--- src/rtl/pic_ack_if.sv ---
// Handshake and status bundle between the CPU-side acknowledge logic and the
// PIC acknowledge/priority controller.
interface pic_ack_if;
  logic [7:0] ir;
  logic       ltim;
  logic [7:0] imr;
  logic [4:0] vector_base;
  logic       aeoi;
  logic       rotate;
  logic       inta;
  logic       eoi;
  logic       seoi;
  logic [2:0] seoi_level;
  logic       int_out;
  logic [7:0] vector;
  logic       vector_valid;
  logic [7:0] irr;
  logic [7:0] isr;

  modport master (
    output ir, ltim, imr, vector_base, aeoi, rotate, inta, eoi, seoi, seoi_level,
    input  int_out, vector, vector_valid, irr, isr
  );

  modport slave (
    input  ir, ltim, imr, vector_base, aeoi, rotate, inta, eoi, seoi, seoi_level,
    output int_out, vector, vector_valid, irr, isr
  );
endinterface

--- src/rtl/pic_ack_controller.sv ---
// PIC interrupt acknowledge and priority controller: IR capture, fully nested
// priority resolution with optional rotation, two-pulse INTA and EOI handling.
module pic_ack_controller #(
  parameter int IR_SYNC_STAGES = 2
) (
  input logic       clk,
  input logic       rst_n,
  pic_ack_if.slave  bus
);

  typedef enum logic [0:0] {IDLE = 1'b0, ACK2 = 1'b1} state_t;

  state_t                            state_q, state_d;
  logic [IR_SYNC_STAGES-1:0][7:0]    sync_q, sync_d;
  logic [7:0]                        prev_q, prev_d;
  logic [7:0]                        irr_q, irr_d;
  logic [7:0]                        isr_q, isr_d;
  logic                              int_out_q, int_out_d;
  logic [7:0]                        vector_q, vector_d;
  logic                              vector_valid_q, vector_valid_d;
  logic [2:0]                        lowest_q, lowest_d;
  logic [2:0]                        latched_q, latched_d;
  logic                              spurious_q, spurious_d;

  logic [7:0] sync_out_s;
  logic [2:0] start_s;
  logic       cand_v_s, isr_v_s, pend_v_s;
  logic [2:0] cand_rank_s, isr_rank_s, pend_lvl_s, isr_lvl_s;
  logic [7:0] isr_set_s, isr_clr_s, irr_clr_s;

  // Rank 0 is the highest priority; returns {found, rank of best set bit}.
  function automatic logic [3:0] prio_scan(input logic [7:0] req, input logic [2:0] start);
    logic [7:0] rot;
    logic [2:0] rank;
    logic       found;
    rot   = (req >> start) | (req << (4'd8 - {1'b0, start}));
    rank  = 3'd0;
    found = 1'b0;
    for (int i = 7; i >= 0; i--) begin
      if (rot[i]) begin
        rank  = 3'(i);
        found = 1'b1;
      end
    end
    return {found, rank};
  endfunction

  function automatic logic [7:0] onehot(input logic [2:0] lvl);
    return 8'd1 << lvl;
  endfunction

  // Priority resolution against the in-service register.
  always_comb begin
    sync_out_s               = sync_q[IR_SYNC_STAGES-1];
    start_s                  = lowest_q + 3'd1;
    {cand_v_s, cand_rank_s}  = prio_scan(irr_q & ~bus.imr, start_s);
    {isr_v_s, isr_rank_s}    = prio_scan(isr_q, start_s);
    pend_v_s                 = cand_v_s && (!isr_v_s || (cand_rank_s < isr_rank_s));
    pend_lvl_s               = cand_rank_s + start_s;
    isr_lvl_s                = isr_rank_s + start_s;
  end

  // Next-state: synchronizers, INTA FSM, EOI handling, register updates.
  always_comb begin
    sync_d         = sync_q;
    prev_d         = sync_out_s;
    state_d        = state_q;
    int_out_d      = 1'b0;
    vector_d       = vector_q;
    vector_valid_d = 1'b0;
    lowest_d       = lowest_q;
    latched_d      = latched_q;
    spurious_d     = spurious_q;
    isr_set_s      = 8'h00;
    isr_clr_s      = 8'h00;
    irr_clr_s      = 8'h00;

    sync_d[0] = bus.ir;
    for (int k = 1; k < IR_SYNC_STAGES; k++) begin
      sync_d[k] = sync_q[k-1];
    end

    case (state_q)
      IDLE: begin
        int_out_d = pend_v_s;
        if (bus.inta) begin
          state_d   = ACK2;
          int_out_d = 1'b0;
          if (pend_v_s) begin
            latched_d  = pend_lvl_s;
            spurious_d = 1'b0;
            isr_set_s  = onehot(pend_lvl_s);
            irr_clr_s  = bus.ltim ? 8'h00 : onehot(pend_lvl_s);
          end else begin
            latched_d  = 3'd7;
            spurious_d = 1'b1;
          end
        end else begin
          state_d = IDLE;
        end
      end
      ACK2: begin
        if (bus.inta) begin
          state_d        = IDLE;
          vector_d       = {bus.vector_base, latched_q};
          vector_valid_d = 1'b1;
          if (bus.aeoi && !spurious_q) begin
            isr_clr_s = onehot(latched_q);
            lowest_d  = bus.rotate ? latched_q : lowest_q;
          end else begin
            lowest_d  = lowest_q;
          end
        end else begin
          state_d = ACK2;
        end
      end
      default: begin
        state_d = IDLE;
      end
    endcase

    // Explicit EOI takes precedence over an automatic one for rotation.
    if (bus.seoi) begin
      isr_clr_s = isr_clr_s | onehot(bus.seoi_level);
      lowest_d  = bus.rotate ? bus.seoi_level : lowest_d;
    end else if (bus.eoi && isr_v_s) begin
      isr_clr_s = isr_clr_s | onehot(isr_lvl_s);
      lowest_d  = bus.rotate ? isr_lvl_s : lowest_d;
    end else begin
      isr_clr_s = isr_clr_s;
    end

    isr_d = (isr_q & ~isr_clr_s) | isr_set_s;
    irr_d = bus.ltim ? sync_out_s : ((irr_q & ~irr_clr_s) | (sync_out_s & ~prev_q));
  end

  // State register.
  always_ff @(posedge clk or negedge rst_n) begin
    if (!rst_n) begin
      state_q        <= IDLE;
      sync_q         <= {IR_SYNC_STAGES{8'h00}};
      prev_q         <= 8'h00;
      irr_q          <= 8'h00;
      isr_q          <= 8'h00;
      int_out_q      <= 1'b0;
      vector_q       <= 8'h00;
      vector_valid_q <= 1'b0;
      lowest_q       <= 3'd7;
      latched_q      <= 3'd0;
      spurious_q     <= 1'b0;
    end else begin
      state_q        <= state_d;
      sync_q         <= sync_d;
      prev_q         <= prev_d;
      irr_q          <= irr_d;
      isr_q          <= isr_d;
      int_out_q      <= int_out_d;
      vector_q       <= vector_d;
      vector_valid_q <= vector_valid_d;
      lowest_q       <= lowest_d;
      latched_q      <= latched_d;
      spurious_q     <= spurious_d;
    end
  end

  assign bus.int_out      = int_out_q;
  assign bus.vector       = vector_q;
  assign bus.vector_valid = vector_valid_q;
  assign bus.irr          = irr_q;
  assign bus.isr          = isr_q;

endmodule

--- src/flat_wrapper.sv ---
// flat-port wrapper written by rule: the top's interface ports become plain ports
module pic_ack_controller_flat 
#(
  parameter int IR_SYNC_STAGES = 2
)
  (clk, rst_n, bus_ir, bus_ltim, bus_imr, bus_vector_base, bus_aeoi, bus_rotate, bus_inta, bus_eoi, bus_seoi, bus_seoi_level, bus_int_out, bus_vector, bus_vector_valid, bus_irr, bus_isr);
  pic_ack_if bus_i ();
  input logic clk;
  input logic rst_n;
  input wire logic [$bits(bus_i.ir)-1:0] bus_ir;
  input wire logic [$bits(bus_i.ltim)-1:0] bus_ltim;
  input wire logic [$bits(bus_i.imr)-1:0] bus_imr;
  input wire logic [$bits(bus_i.vector_base)-1:0] bus_vector_base;
  input wire logic [$bits(bus_i.aeoi)-1:0] bus_aeoi;
  input wire logic [$bits(bus_i.rotate)-1:0] bus_rotate;
  input wire logic [$bits(bus_i.inta)-1:0] bus_inta;
  input wire logic [$bits(bus_i.eoi)-1:0] bus_eoi;
  input wire logic [$bits(bus_i.seoi)-1:0] bus_seoi;
  input wire logic [$bits(bus_i.seoi_level)-1:0] bus_seoi_level;
  output wire logic [$bits(bus_i.int_out)-1:0] bus_int_out;
  output wire logic [$bits(bus_i.vector)-1:0] bus_vector;
  output wire logic [$bits(bus_i.vector_valid)-1:0] bus_vector_valid;
  output wire logic [$bits(bus_i.irr)-1:0] bus_irr;
  output wire logic [$bits(bus_i.isr)-1:0] bus_isr;
  assign bus_i.ir = bus_ir;
  assign bus_i.ltim = bus_ltim;
  assign bus_i.imr = bus_imr;
  assign bus_i.vector_base = bus_vector_base;
  assign bus_i.aeoi = bus_aeoi;
  assign bus_i.rotate = bus_rotate;
  assign bus_i.inta = bus_inta;
  assign bus_i.eoi = bus_eoi;
  assign bus_i.seoi = bus_seoi;
  assign bus_i.seoi_level = bus_seoi_level;
  assign bus_int_out = bus_i.int_out;
  assign bus_vector = bus_i.vector;
  assign bus_vector_valid = bus_i.vector_valid;
  assign bus_irr = bus_i.irr;
  assign bus_isr = bus_i.isr;
  pic_ack_controller #(.IR_SYNC_STAGES(IR_SYNC_STAGES)) u_core (.clk(clk), .rst_n(rst_n), .bus(bus_i));
endmodule
--- config.mk ---
export PLATFORM = sky130hd
export DESIGN_NAME = pic_ack_controller_flat
export DESIGN_NICKNAME = d
export VERILOG_FILES = /design/src/rtl/pic_ack_if.sv /design/src/rtl/pic_ack_controller.sv /design/src/flat_wrapper.sv
export SDC_FILE = /design/constraint.sdc
export NUM_CORES = 1
export LEC_CHECK = 0
export ABC_AREA = 1
export CAP_MARGIN = 20
export CORE_UTILIZATION = 31
export CTS_CLUSTER_SIZE = 24
export DETAILED_ROUTE_END_ITERATION = 6
export DONT_BUFFER_PORTS = 1
export SLEW_MARGIN = 20
export SYNTH_ARGS = -nofsm -noshare
export SYNTH_HDL_FRONTEND = slang
export SYNTH_SLANG_ARGS = --single-unit
export TNS_END_PERCENT = 100
--- constraint.sdc ---
create_clock -name clk -period 6.93 [get_ports clk]
set_input_delay 2.079 -clock clk [delete_from_list [all_inputs] [get_ports clk]]
set_output_delay 2.079 -clock clk [all_outputs]
set_load 0.05 [all_outputs]
==> impl_metrics.yaml <==
clock_network:
  cts_tree: "yes"
  cts_setup_buffers: 0
  clk_latency_ps: 330
  holdBufCountCts: 0
  htreeDepth: 3
  cts_sinks: 58
  root_buffer: "clkbuf_16"
  clockBufferDepth: 2
  cts.clk_slew.worst_paths_ps: 50
  post_cts_resized: 0
  cts_buffers: 9
route:
  via_per_inst: 4.89
  first_pass_iters: 5
  drt_wl_total_um: 10200
  final_antenna_net_count: 0
  vias: 3488
  drtIter0Drc: 228
  routedWlPerCell_um: 14.3
  drc: 0
layout:
  layout-drive-gt1-share_pct: 9.89
  syn2layout_area_growth_pct: 11.2
  most-common-layout-cells: "nand2_1, inv_1, dfrtp_1, nor2_1, nand3_1"
  fin_nets: 582
  diodes: 0
  layout_commonest_cell: "nand2_1"
setup_path:
  reg2reg_slack_ps: 2090
  path_class: "flip-flop to flip-flop"
  setup.worst_path.end: "u_core.bus.irr[5]"
  worst_r2r_endpoint: "u_core.bus.irr[5]"
  cp-end-kind: "flip-flop"
  rr_worst_depth: 26
  r2r_start: "u_core.lowest_q[0]"
  cp.arrival_ps: 5060
  crit_start: "u_core.lowest_q[0]"
  cp-start-kind: "flip-flop"
  worst_ep_required_time_ps: 7140
  crit_path_max_fanout: 24
placement:
  io_buffers: 0
  hpwl_um: 7760
  gp_congestion: 0.910
sta:
  worstMarginPinSlew_ps: 683
  setup_tns_ps: 0
  setup_violations: 0
  slew_viol_final: 0
  post-route-min-period_ps: 4840
  fin_worst_skew_ps: 8.45
  rsz0062_at_grt: "no"
  fin_crit_sh_pct: 69.9
  hold_viol: 0
  max_freq_mhz: 206
  slew_headroom_pct: 54.5
global_routing:
  grt_pass1_wl_um: 16500
  grt_max_degree: 59
  antenna_found_initial: 0
  overflow: 0
  grt_pass1_vias: 3217
  grtUsageTotal_pct: 16.6
synthesis:
  synth_cells: 545
  syn_nets: 586
  yosysWarnings: 0
  yosys_register_bits: 58
  avgSynthCellArea_um2: 7.05
  yosysUniqueCellTypes: 41
  syn_area_um2: 3840
  ys.flop_type: "dfrtp_1"
  ys_seq_area_share_pct: 37.8
  synthArstFlopShare_pct: 100
  synth_edf_count: 0
run_status:
  status: "completed"
floorplanning:
  dieArea_um2: 12900
  rows: 40
  start_util_pct: 31.9
  core_um2: 12100
  io_pins: 58
  fp.dieW_um: 113
  die_h_um: 113
min_path:
  hp-class: "flip-flop to flip-flop"
job:
  maxCapViolations: 0
state kept, by name (all words and copies together), names as in the netlist:
name	count
u_core.bus.int_out	1
u_core.bus.irr	8
u_core.bus.isr	8
u_core.bus.vector	8
u_core.bus.vector_valid	1
u_core.latched_q	3
u_core.lowest_q	3
u_core.prev_d	8
u_core.prev_q	8
u_core.spurious_q	1
u_core.state_q	1
u_core.sync_d	8
critical path, cell delays in order (launching register included):
cell	delay (ps)
dfstp_2	800
ha_1	550
inv_2	370
nand2_1	120
nand2_1	300
nand3_1	110
nand2_1	80
nand2_1	50
nand3_1	180
nand3_1	90
nand2_1	60
nand2_1	50
nand2_1	50
nand2_1	50
nand2_1	60
nand2_1	70
inv_1	70
ha_1	130
inv_1	50
fa_1	390
xnor2_1	280
xor2_2	290
inv_2	100
nor2_1	120
nand3_2	140
nand2_1	100
nand2_1	50
per-layer routing:
| metal | up-vias | GRT usage [%] | share of wire, % |
|---|---|---|---|
| li1 | 1726 | - | - |
| met1 | 1614 | 21.0 | 43 |
| met2 | 130 | 27.5 | 49 |
| met3 | 18 | 3.51 | 5.6 |
| met4 | 0 | 7.02 | 2.1 |
| met5 | - | 0 | 0 |
synth_stat cells, types with 2 or more instances:
library cell	n	area (µm²)
a21oi_1	14	70.1
o21ai_1	11	55.1
buf_2	3	15.0
nand2_2	6	37.5
a22oi_1	2	15.0
fa_1	2	40.0
mux2_2	5	56.3
nand3_1	48	240
nor3_1	2	10.0
nand3_2	6	60.1
dfrtp_1	55	1380
nor2_2	2	12.5
nor2_1	54	203
buf_4	5	37.5
inv_1	67	251
dfstp_2	3	78.8
buf_6	4	45.0
o2111ai_1	4	35.0
o211ai_1	3	22.5
and2_1	4	25.0
nor2_4	2	22.5
nand2_1	174	653
ha_1	7	87.6
o221ai_1	3	26.3
xor2_2	2	32.5
o21ai_0	31	155
a31oi_1	3	18.8
inv_2	7	26.3
a21oi_2	2	17.5
clkbuf_1	3	11.3
worst min path at each step:
stage                           start               end  slack (ps)  cells past startpoint
finish              u_core.sync_d[15]  u_core.prev_d[7]         350                      0
global route        u_core.sync_d[10]  u_core.prev_d[2]         350                      0
CTS                 u_core.sync_d[15]  u_core.prev_d[7]         350                      0
detailed placement  u_core.sync_d[10]  u_core.prev_d[2]         330                      0
global placement    u_core.sync_d[14]  u_core.prev_d[6]         330                      0
floorplan            u_core.sync_d[8]  u_core.prev_d[0]         330                      0
cell families (layout without fill, tap and decap cells):
family | after synthesis | after routing | synth area share [%]
and+or+nand+nor | 301 | 301 | 33.4
muxes | 5 | 5 | 1.46
xor gates and xnor gates | 5 | 5 | 2.02
adders and majority gates | 9 | 9 | 3.32
DFF | 58 | 58 | 37.8
AOI/OAI and AO/OA | 78 | 78 | 11.9
buffers and inverters | 89 | 90 | 10.1
stage by stage:
| step | hold slack, ps | area (µm²) | instances | util [%] | worst slack [ps] |
|---|---|---|---|---|---|
| 2_1_floorplan | 331 | 3840 | 545 | - | 2420 |
| 3_3_place_gp | 332 | 3950 | 698 | 32.7 | 1960 |
| 3_5_place_dp | 335 | 3950 | 698 | 32.7 | 1950 |
| 4_1_cts | 346 | 4280 | 714 | 35.5 | 2110 |
| 5_1_grt | 351 | 4280 | 714 | 35.5 | 1530 |
| 6_report | 345 | 4280 | 714 | 35.5 | 2090 |
area by class of cell:
cell class	count	area, µm²
inverters	74	278
clock inverters	4	73.8
clock buffers	12	256
fillers	1291	7780
well taps	168	210
multi-input cells	398	2000
flip-flops and latches	58	1460
Power is left out: the tool's default activity adds up to more than one toggle a clock period on the data nets, which glitch-free logic cannot reach.
